**config.mk**
```make
export PLATFORM = sky130hd
export DESIGN_NAME = traffic_phase_controller
export DESIGN_NICKNAME = d
export VERILOG_FILES = /design/src/rtl/traffic_phase_controller.sv
export SDC_FILE = /design/constraint.sdc
export NUM_CORES = 1
export LEC_CHECK = 0
export CORE_ASPECT_RATIO = 0.8
export CORE_MARGIN = 10
export CORE_UTILIZATION = 50
export CTS_CLUSTER_DIAMETER = 50
export CTS_CLUSTER_SIZE = 10
export DETAILED_ROUTE_END_ITERATION = 6
export GPL_TIMING_DRIVEN = 0
export HOLD_SLACK_MARGIN = 0.06
export PLACE_DENSITY = 0.76
export SLEW_MARGIN = 20
export SYNTH_ARGS = -nofsm -noshare
export SYNTH_HDL_FRONTEND = slang
export SYNTH_SLANG_ARGS = --single-unit
```
**constraint.sdc**
```tcl
create_clock -name clk -period 3.25 [get_ports clk]
set_input_delay 0.8125 -clock clk [delete_from_list [all_inputs] [get_ports clk]]
set_output_delay 0.8125 -clock clk [all_outputs]
set_load 0.005 [all_outputs]
```
**src/rtl/traffic_phase_controller.sv**
```systemverilog
// Traffic phase controller: one green approach at a time, GREEN -> YELLOW -> ALLRED
// cycling with demand-driven road selection and emergency preemption.
module traffic_phase_controller #(
  parameter int N_ROADS   = 4,
  parameter int CNT_W     = 8,
  parameter int GREEN_MIN = 4,
  parameter int GREEN_MAX = 10,
  parameter int YELLOW_T  = 2,
  parameter int ALLRED_T  = 1
) (
  input  logic                         clk,
  input  logic                         rst,
  input  logic [N_ROADS-1:0]           car_det,
  input  logic                         emergency,
  input  logic [$clog2(N_ROADS)-1:0]   emerg_road,
  output logic [3*N_ROADS-1:0]         light,
  output logic [$clog2(N_ROADS)-1:0]   active_road,
  output logic                         phase_start
);

  localparam int RW = $clog2(N_ROADS);
  localparam logic [CNT_W-1:0] G_MIN_LIM = CNT_W'(GREEN_MIN - 1);
  localparam logic [CNT_W-1:0] G_MAX_LIM = CNT_W'(GREEN_MAX - 1);
  localparam logic [CNT_W-1:0] Y_LIM     = CNT_W'(YELLOW_T - 1);
  localparam logic [CNT_W-1:0] A_LIM     = CNT_W'(ALLRED_T - 1);

  typedef enum logic [1:0] {
    GREEN  = 2'd0,
    YELLOW = 2'd1,
    ALLRED = 2'd2
  } state_t;

  state_t           state, state_d;
  logic [CNT_W-1:0] timer, timer_d, timer_inc;
  logic [RW-1:0]    road_d, emerg_sel, next_road;
  logic             other_dem, found;

  // Field per road is {green, yellow, red}; every road not owning the phase is red.
  function automatic logic [3*N_ROADS-1:0] decode(input state_t s, input logic [RW-1:0] r);
    logic [3*N_ROADS-1:0] l;
    l = '0;
    for (int unsigned i = 0; i < N_ROADS; i++) begin
      if (RW'(i) == r && s == GREEN)       l[3*i +: 3] = 3'b100;
      else if (RW'(i) == r && s == YELLOW) l[3*i +: 3] = 3'b010;
      else                                 l[3*i +: 3] = 3'b001;
    end
    return l;
  endfunction

  always_comb begin
    emerg_sel = (int'(emerg_road) >= N_ROADS) ? '0 : emerg_road;
    timer_inc = (timer == '1) ? timer : timer + CNT_W'(1);

    other_dem = 1'b0;
    for (int unsigned i = 0; i < N_ROADS; i++) begin
      if (RW'(i) != active_road) other_dem = other_dem | car_det[i];
    end

    // Round-robin search starting after the active road; active road is checked last.
    next_road = '0;
    found     = 1'b0;
    for (int unsigned k = 1; k <= N_ROADS; k++) begin
      if (!found && car_det[(int'(active_road) + int'(k)) % N_ROADS]) begin
        next_road = RW'((int'(active_road) + int'(k)) % N_ROADS);
        found     = 1'b1;
      end
    end
  end

  always_comb begin
    state_d = state;
    road_d  = active_road;
    case (state)
      GREEN: begin
        if (emergency) begin
          if (emerg_sel != active_road) state_d = YELLOW;
        end else if (other_dem && (timer >= G_MIN_LIM || timer >= G_MAX_LIM)) begin
          state_d = YELLOW;
        end
      end
      YELLOW: begin
        if (timer >= Y_LIM) state_d = ALLRED;
      end
      ALLRED: begin
        if (timer >= A_LIM) begin
          state_d = GREEN;
          road_d  = emergency ? emerg_sel : next_road;
        end
      end
      default: state_d = GREEN;
    endcase
    timer_d = (state_d != state) ? '0 : timer_inc;
  end

  always_ff @(posedge clk) begin
    if (rst) begin
      state       <= GREEN;
      active_road <= '0;
      timer       <= '0;
      phase_start <= 1'b0;
      light       <= decode(GREEN, '0);
    end else begin
      state       <= state_d;
      active_road <= road_d;
      timer       <= timer_d;
      phase_start <= (state == ALLRED) && (state_d == GREEN);
      light       <= decode(state_d, road_d);
    end
  end

endmodule

```
==> results of run 1 <==
flip-flops by register name, summed over array words and instances (netlist names):
name and flops:
timer 8, state 2, phase_start 1, active_road 2, light 12
worst paths after layout:
path,end,slack [ps],cells after the start
max reg2reg,light[9],310,10
min reg2reg,phase_start,510,2
min,phase_start,510,2
max,light[9],310,10
kinds of logic after synthesis:
kind of cell,Yosys count,synth area share
DFF,25,0.3640
xor gates and xnor gates,6,0.03822
AOI/OAI and AO/OA,21,0.1183
adders and majority gates,7,0.06369
and+or+nand+nor,70,0.2866
buffers and inverters,12,0.03731
muxes,10,0.09190
worst reg2reg max path, stage by stage, from the launching register on:
cell	delay, ps
dfxtp_2	450
buf_2	270
inv_1	150
ha_2	480
mux2i_1	210
o2111ai_1	130
a211oi_1	390
nor4_1	120
a211o_1	290
buf_2	190
nand3b_1	160
cell type report:
type,instances,area [µm²]
fillers,234,892.1
flip-flops and latches,25,501.7
repair buffers,20,200.2
plain buffers,6,28.78
well taps,36,45.04
inverters,5,18.77
multi-input cells,114,825.8
clock buffers,3,22.52
clock inverters,1,7.507
what timing repair did:
action,4_1_cts,5_1_grt
resized for setup,0,2
setup buffers,0,0
endpoints found under the setup margin,7,12
pin swaps,0,0
per-layer routing:
layer	part of all wire	track usage	vias to the layer above
met5	0	0	-
met4	0	0.02679	0
met3	0.073	0.04558	0
met2	0.47	0.1977	35
met1	0.46	0.1381	533
li1	-	-	580
power groups by stage:
stage	combinational [mW]	sequential, mW	clock [mW]
2_1_floorplan	0.123	0.349	0
3_5_place_dp	0.189	0.350	0
5_1_grt	0.210	0.347	0.156
3_3_place_gp	0.181	0.349	0
6_report	0.188	0.343	0.140
4_1_cts	0.189	0.343	0.145
stage by stage:
step	hold WS, ps	TNS [ps]	setup slack, ps
3_3_place_gp	490.5	0	91.35
4_1_cts	511.4	0	119.1
5_1_grt	533.8	0	54.37
2_1_floorplan	466.3	0	494.6
3_5_place_dp	494.7	-65.69	-25.47
6_report	506.7	0	308.3
cell usage in the layout, fill, tap and decap left out, types with 3 or more instances in the layout:
cell type	count
nor4_1	3
nand3_1	7
clkbuf_4	3
clkdlybuf4s50_1	20
inv_1	5
nand2b_1	9
nor3_1	3
nand2_1	8
buf_2	5
nand3b_1	3
dfxtp_1	24
ha_1	6
xnor2_1	3
nor2_1	19
nor2b_1	3
xor2_1	3
a21o_1	3
mux2i_1	7
==> run_summary.xml, run 1 <==
<?xml version="1.0" encoding="UTF-8"?>
<metrics>
  <group name="timing">
    <metric name="setup_repair_after_global_routing_missed_its_margin" unit="">no</metric>
    <metric name="tightestPinTransition" unit="ps">646.2</metric>
    <metric name="final_worst_path_period_need" unit="ps">2942</metric>
    <metric name="clock_skew" unit="ps">2.233</metric>
    <metric name="maxSlewHeadroom" unit="">0.5673</metric>
    <metric name="hold_viol" unit="">0</metric>
    <metric name="post_route_fraction_of_the_period_consumed_by_the_critical_path" unit="">0.9051</metric>
    <metric name="fmax" unit="GHz">0.3399</metric>
    <metric name="setup_viol_count_final" unit="">0</metric>
    <metric name="final-max-slew-violation-count" unit="">0</metric>
  </group>
  <group name="worst_setup_path">
    <metric name="worst_setup_path_startpoint" unit="">active_road[0]</metric>
    <metric name="type_of_element_capturing_the_critical_path" unit="">flop</metric>
    <metric name="chain_of_cells_forming_the_critical_path" unit="">buf_2 -&gt; inv_1 -&gt; ha_2 -&gt; mux2i_1 -&gt; o2111ai_1 -&gt; a211oi_1 -&gt; nor4_1 -&gt; a211o_1 -&gt; buf_2 -&gt; nand3b_1</metric>
    <metric name="critical_path.most_common_cell" unit="">buf_2</metric>
    <metric name="crit_required" unit="ps">3470</metric>
    <metric name="crit_path_max_fanout" unit="">10</metric>
    <metric name="delay_of_the_slowest_cell_on_the_worst_path" unit="ps">470</metric>
    <metric name="crit_slowest_cell" unit="">ha_2</metric>
    <metric name="worst_setup_path_start_kind" unit="">flop</metric>
    <metric name="crit_type" unit="">flop to flop</metric>
    <metric name="worst-path-buf-inv" unit="">3</metric>
    <metric name="r2r_start" unit="">active_road[0]</metric>
    <metric name="critical-path-top-delay-family" unit="">compound AO/OA/AOI/OAI gates</metric>
    <metric name="worst_ep_arrival_time" unit="ps">3160</metric>
  </group>
  <group name="die">
    <metric name="core_area" unit="µm²">2542</metric>
    <metric name="io_pins" unit="">24</metric>
    <metric name="dieWidth" unit="µm">78.63</metric>
    <metric name="die-height" unit="µm">66.91</metric>
    <metric name="initial_cell_density_of_the_core" unit="">0.5408</metric>
    <metric name="die_area" unit="µm²">5261</metric>
    <metric name="placementRows" unit="">16</metric>
  </group>
  <group name="logic_synthesis">
    <metric name="number_of_enable_type_register_cells_in_the_synthesized_netlist" unit="">0</metric>
    <metric name="yosys.cell_count.top_type" unit="">dfxtp_1</metric>
    <metric name="top_cell_type_by_total_area_after_synthesis" unit="">dfxtp_1</metric>
    <metric name="syn-num-nets" unit="">167</metric>
    <metric name="yosysWarnings" unit="">0</metric>
    <metric name="synth_seq_cells" unit="">25</metric>
    <metric name="ys_dominant_reg_cell" unit="">dfxtp_1</metric>
    <metric name="synth_common_cells" unit="">25 x dfxtp_1, 19 x nor2_1, 9 x nand2b_1</metric>
    <metric name="ys_types" unit="">47</metric>
    <metric name="synthCells" unit="">151</metric>
    <metric name="yosysSeqAreaShare" unit="">0.3640</metric>
    <metric name="post_synth_main_area_contributors" unit="">dfxtp_1 36%, ha_1 6.4%, nor2_1 5.2%, mux2i_1 5.1%, nand2b_1 4.1%</metric>
    <metric name="synth_area" unit="µm²">1375</metric>
    <metric name="synth_top_area_frac" unit="">0.3640</metric>
    <metric name="asyncSetResetFlopFracSynth" unit="">0</metric>
    <metric name="synth_area_per_cell" unit="µm²">9.106</metric>
  </group>
  <group name="global_route">
    <metric name="grt_util_all_layers" unit="">0.1173</metric>
    <metric name="grt_start_max_net_pins" unit="">16</metric>
    <metric name="grt_pass1_wl" unit="µm">5099</metric>
    <metric name="grt_overflow_total" unit="">0</metric>
    <metric name="via_count_of_the_first_global_routing_pass" unit="">1089</metric>
    <metric name="grt_antenna_before_repair" unit="">0</metric>
  </group>
  <group name="placement">
    <metric name="dp.cells" unit="">207</metric>
    <metric name="detailed_place_hpwl" unit="µm">2296</metric>
    <metric name="placer_congestion" unit="">0.8012</metric>
    <metric name="placed_cell_area" unit="µm²">1620</metric>
    <metric name="number_of_buffers_added_on_ports" unit="">20</metric>
  </group>
  <group name="detailed_routing">
    <metric name="remaining_drc_errors" unit="">0</metric>
    <metric name="wl_per_cell" unit="µm">14.05</metric>
    <metric name="postRouteWirelength" unit="µm">2951</metric>
    <metric name="route.vias.total" unit="">1148</metric>
    <metric name="drt_iter0_markers" unit="">40</metric>
    <metric name="final_antenna_net_count" unit="">0</metric>
    <metric name="via_per_inst" unit="">5.467</metric>
    <metric name="drtPass1Iterations" unit="">4</metric>
  </group>
  <group name="final_layout">
    <metric name="final_cell_count_no_fill" unit="">210</metric>
    <metric name="final_layout_size_suffix_gt1_frac" unit="">0.1437</metric>
    <metric name="antennaDiodeCount" unit="">0</metric>
    <metric name="area_growth" unit="%">20.02</metric>
    <metric name="final_core_utilization" unit="">0.6491</metric>
    <metric name="fin_area" unit="µm²">1650</metric>
    <metric name="final_net_count" unit="">191</metric>
  </group>
  <group name="power">
    <metric name="p_leak" unit="nW">0.6115</metric>
    <metric name="p_seq_frac" unit="">0.511</metric>
    <metric name="power.total" unit="mW">0.6720</metric>
    <metric name="clock_power_share" unit="">0.209</metric>
    <metric name="peak_supply_drop" unit="V">0.0002269</metric>
    <metric name="share_comb_of_total_power" unit="">0.280</metric>
    <metric name="power.share.switching" unit="">0.3023</metric>
    <metric name="internal-power" unit="mW">0.4688</metric>
    <metric name="power_density" unit="nW/µm²">407.2</metric>
    <metric name="p_switching" unit="mW">0.2032</metric>
  </group>
  <group name="clocking">
    <metric name="cts.hold.buffers_added" unit="">0</metric>
    <metric name="numClockSinks" unit="">25</metric>
    <metric name="cts_tree" unit="">done</metric>
    <metric name="cts.path.max_buffers" unit="">2</metric>
    <metric name="worst_skew_pair.late_latency" unit="ps">320</metric>
    <metric name="h_tree_level_count" unit="">1</metric>
    <metric name="clock_tree.root_cell" unit="">clkbuf_4</metric>
    <metric name="numCtsBuffers" unit="">3</metric>
    <metric name="cts.reportedPaths.clkPinSlew" unit="ps">140</metric>
  </group>
  <group name="worst_hold_path">
    <metric name="worst_hold_startpoint" unit="">state[1]</metric>
    <metric name="timing.hold.worst.class" unit="">flop to flop</metric>
  </group>
  <group name="status">
    <metric name="status" unit="">complete, no violations</metric>
  </group>
  <group name="job">
    <metric name="drv_cap" unit="">0</metric>
  </group>
</metrics>
Note: power is estimated with default switching activity, not from simulation.
==> inputs of run 2 (changes only) <==
ABC_CLOCK_PERIOD_IN_PS = 3250   (was default)
CTS_BUF_LIST = sky130_fd_sc_hd__clkbuf_8   (was default)
==> run_summary.xml, run 2 (synthesized netlist as in run 1, its figures left out) <==
<?xml version="1.0" encoding="UTF-8"?>
<metrics>
  <group name="status">
    <metric name="status" unit="">complete, no violations</metric>
  </group>
  <group name="worst_setup_path">
    <metric name="worst_ep_arrival_time" unit="ps">3210</metric>
    <metric name="reg2regPathDepth" unit="">9</metric>
    <metric name="crit_required" unit="ps">3410</metric>
    <metric name="delay_of_the_slowest_cell_on_the_worst_path" unit="ps">520</metric>
    <metric name="chain_of_cells_forming_the_critical_path" unit="">buf_2 -&gt; inv_1 -&gt; ha_2 -&gt; mux4_2 -&gt; nor4_1 -&gt; nor4_1 -&gt; a211o_1 -&gt; buf_2 -&gt; nand3b_1</metric>
    <metric name="crit_path_max_fanout" unit="">10</metric>
    <metric name="worst_setup_path_start_kind" unit="">flop</metric>
    <metric name="type_of_element_capturing_the_critical_path" unit="">flop</metric>
    <metric name="critical-path-top-delay-family" unit="">simple AND/OR/NAND/NOR gates</metric>
    <metric name="timing.reg2reg.setup_slack" unit="ps">200</metric>
    <metric name="r2r_start" unit="">active_road[0]</metric>
    <metric name="worst-path-buf-inv" unit="">3</metric>
    <metric name="crit_slowest_cell" unit="">dfxtp_1</metric>
    <metric name="crit-reg2reg-capture" unit="">light[9]</metric>
    <metric name="crit_type" unit="">flop to flop</metric>
  </group>
  <group name="final_layout">
    <metric name="area_growth" unit="%">21.66</metric>
    <metric name="fin_area" unit="µm²">1673</metric>
    <metric name="largest_registers" unit="">light (12), timer (8)</metric>
    <metric name="registers.top_by_ff_count" unit="">light</metric>
    <metric name="commonest_cells_after_routing_fill_and_taps_aside" unit="">25 x dfxtp_1, 20 x clkdlybuf4s50_1, 19 x nor2_1</metric>
    <metric name="flip_flop_count_of_the_largest_register_after_layout" unit="">12</metric>
    <metric name="final_common_cell" unit="">dfxtp_1</metric>
    <metric name="final_cell_count_no_fill" unit="">210</metric>
    <metric name="final_net_count" unit="">191</metric>
    <metric name="final_core_utilization" unit="">0.6580</metric>
    <metric name="final_layout_size_suffix_gt1_frac" unit="">0.1437</metric>
    <metric name="fillerInstances" unit="">229</metric>
    <metric name="antennaDiodeCount" unit="">0</metric>
  </group>
  <group name="worst_hold_path">
    <metric name="hold-path-cell-count" unit="">2</metric>
    <metric name="worst_hold_startpoint" unit="">state[1]</metric>
    <metric name="timing.hold.worst.class" unit="">flop to flop</metric>
    <metric name="hold-path-endpoint" unit="">phase_start</metric>
  </group>
  <group name="clocking">
    <metric name="cts.reportedPaths.clkPinSlew" unit="ps">90</metric>
    <metric name="cts.hold.buffers_added" unit="">0</metric>
    <metric name="cts_setup_buffers" unit="">0</metric>
    <metric name="worst_skew_pair.late_latency" unit="ps">270</metric>
    <metric name="clock_tree.root_cell" unit="">clkbuf_8</metric>
    <metric name="cts_repair_resizes" unit="">0</metric>
    <metric name="numCtsBuffers" unit="">3</metric>
    <metric name="h_tree_level_count" unit="">1</metric>
    <metric name="cts.path.max_buffers" unit="">2</metric>
    <metric name="numClockSinks" unit="">25</metric>
    <metric name="cts_tree" unit="">done</metric>
  </group>
  <group name="die">
    <metric name="die_area" unit="µm²">5261</metric>
    <metric name="io_pins" unit="">24</metric>
    <metric name="initial_cell_density_of_the_core" unit="">0.5408</metric>
    <metric name="core_area" unit="µm²">2542</metric>
    <metric name="die-height" unit="µm">66.91</metric>
    <metric name="placementRows" unit="">16</metric>
    <metric name="dieWidth" unit="µm">78.63</metric>
  </group>
  <group name="power">
    <metric name="peak_supply_drop" unit="V">0.0002409</metric>
    <metric name="power.share.switching" unit="">0.2903</metric>
    <metric name="share_comb_of_total_power" unit="">0.266</metric>
    <metric name="power_density" unit="nW/µm²">428.4</metric>
    <metric name="p_seq_frac" unit="">0.478</metric>
    <metric name="p_switching" unit="mW">0.2080</metric>
    <metric name="power.total" unit="mW">0.7166</metric>
    <metric name="clock_power_share" unit="">0.256</metric>
    <metric name="internal-power" unit="mW">0.5086</metric>
    <metric name="p_leak" unit="nW">0.6195</metric>
  </group>
  <group name="timing">
    <metric name="final.setup.tns" unit="ps">0</metric>
    <metric name="final-max-slew-violation-count" unit="">0</metric>
    <metric name="post_route_fraction_of_the_period_consumed_by_the_critical_path" unit="">0.9378</metric>
    <metric name="hold_viol" unit="">0</metric>
    <metric name="maxSlewHeadroom" unit="">0.5608</metric>
    <metric name="setup_repair_after_global_routing_missed_its_margin" unit="">no</metric>
    <metric name="timing.final.ws_setup" unit="ps">202.1</metric>
    <metric name="clock_skew" unit="ps">4.113</metric>
    <metric name="tightestPinTransition" unit="ps">655.9</metric>
    <metric name="whs" unit="ps">496.3</metric>
    <metric name="final_worst_path_period_need" unit="ps">3048</metric>
    <metric name="fmax" unit="GHz">0.3281</metric>
    <metric name="setup_viol_count_final" unit="">0</metric>
  </group>
  <group name="placement">
    <metric name="detailed_place_hpwl" unit="µm">2296</metric>
    <metric name="dp.cells" unit="">207</metric>
    <metric name="placer_congestion" unit="">0.8012</metric>
    <metric name="pre_cts_ws" unit="ps">-25.47</metric>
    <metric name="placed_cell_area" unit="µm²">1620</metric>
    <metric name="number_of_buffers_added_on_ports" unit="">20</metric>
  </group>
  <group name="detailed_routing">
    <metric name="drt_iter0_markers" unit="">51</metric>
    <metric name="via_per_inst" unit="">5.562</metric>
    <metric name="wl_per_cell" unit="µm">14.06</metric>
    <metric name="postRouteWirelength" unit="µm">2953</metric>
    <metric name="route.vias.total" unit="">1168</metric>
    <metric name="remaining_drc_errors" unit="">0</metric>
    <metric name="drtPass1Iterations" unit="">4</metric>
    <metric name="final_antenna_net_count" unit="">0</metric>
  </group>
  <group name="global_route">
    <metric name="via_count_of_the_first_global_routing_pass" unit="">1066</metric>
    <metric name="grt_antenna_before_repair" unit="">0</metric>
    <metric name="grt_overflow_total" unit="">0</metric>
    <metric name="grt_start_max_net_pins" unit="">16</metric>
    <metric name="grt_pass1_wl" unit="µm">5071</metric>
    <metric name="grt_util_all_layers" unit="">0.1187</metric>
  </group>
  <group name="job">
    <metric name="drv_cap" unit="">0</metric>
  </group>
</metrics>
-- run 2: changes by cell type in the layout (fill, tap and decap cells not counted) --
cell / delta
dfxtp_1: +1
a211oi_1: -1
clkbuf_4: -3
a211oi_2: +1
clkbuf_8: +3
dfxtp_2: -1
-- run 2: how the worst max path moves through the flow --
stage / from / to / slack (ps) / depth (start not counted)
2_1_floorplan: active_road[0] / light[6] / 490 / 10
3_3_place_gp: active_road[0] / light[9] / 90 / 11
3_5_place_dp: active_road[0] / light[9] / -30 / 11
4_1_cts: active_road[0] / light[9] / 130 / 10
5_1_grt: active_road[0] / light[9] / 40 / 10
6_report: active_road[0] / light[9] / 200 / 9
-- run 2: routing by layer --
metal / up-vias / part of all wire / track usage
met1: 545 / 0.44 / 0.1396
met4: 0 / 0.013 / 0.04688
met2: 40 / 0.46 / 0.1916
li1: 578 / - / -
met3: 5 / 0.089 / 0.04558
met5: - / 0 / 0
-- run 2: worst reg2reg max path: stages, from the launching register on --
cell	delay, ps
dfxtp_1	520
buf_2	300
inv_1	150
ha_2	470
mux4_2	360
nor4_1	360
nor4_1	120
a211o_1	290
buf_2	190
nand3b_1	160
-- run 2: cell type report --
cell class	count	area, µm²	area share
well taps	36	45.04	0.02693
multi-input cells	114	830.8	0.4966
plain buffers	6	28.78	0.01720
clock buffers	3	41.29	0.02468
inverters	5	18.77	0.01122
flip-flops and latches	25	500.5	0.2992
repair buffers	20	200.2	0.1197
clock inverters	1	7.507	0.004488
-- run 2: power by group through the flow --
stage	Combinational [mW]	Sequential (mW)	Clock, mW
5_1_grt	0.211	0.346	0.200
3_3_place_gp	0.181	0.349	0
2_1_floorplan	0.123	0.349	0
4_1_cts	0.188	0.343	0.191
6_report	0.190	0.343	0.183
3_5_place_dp	0.189	0.350	0
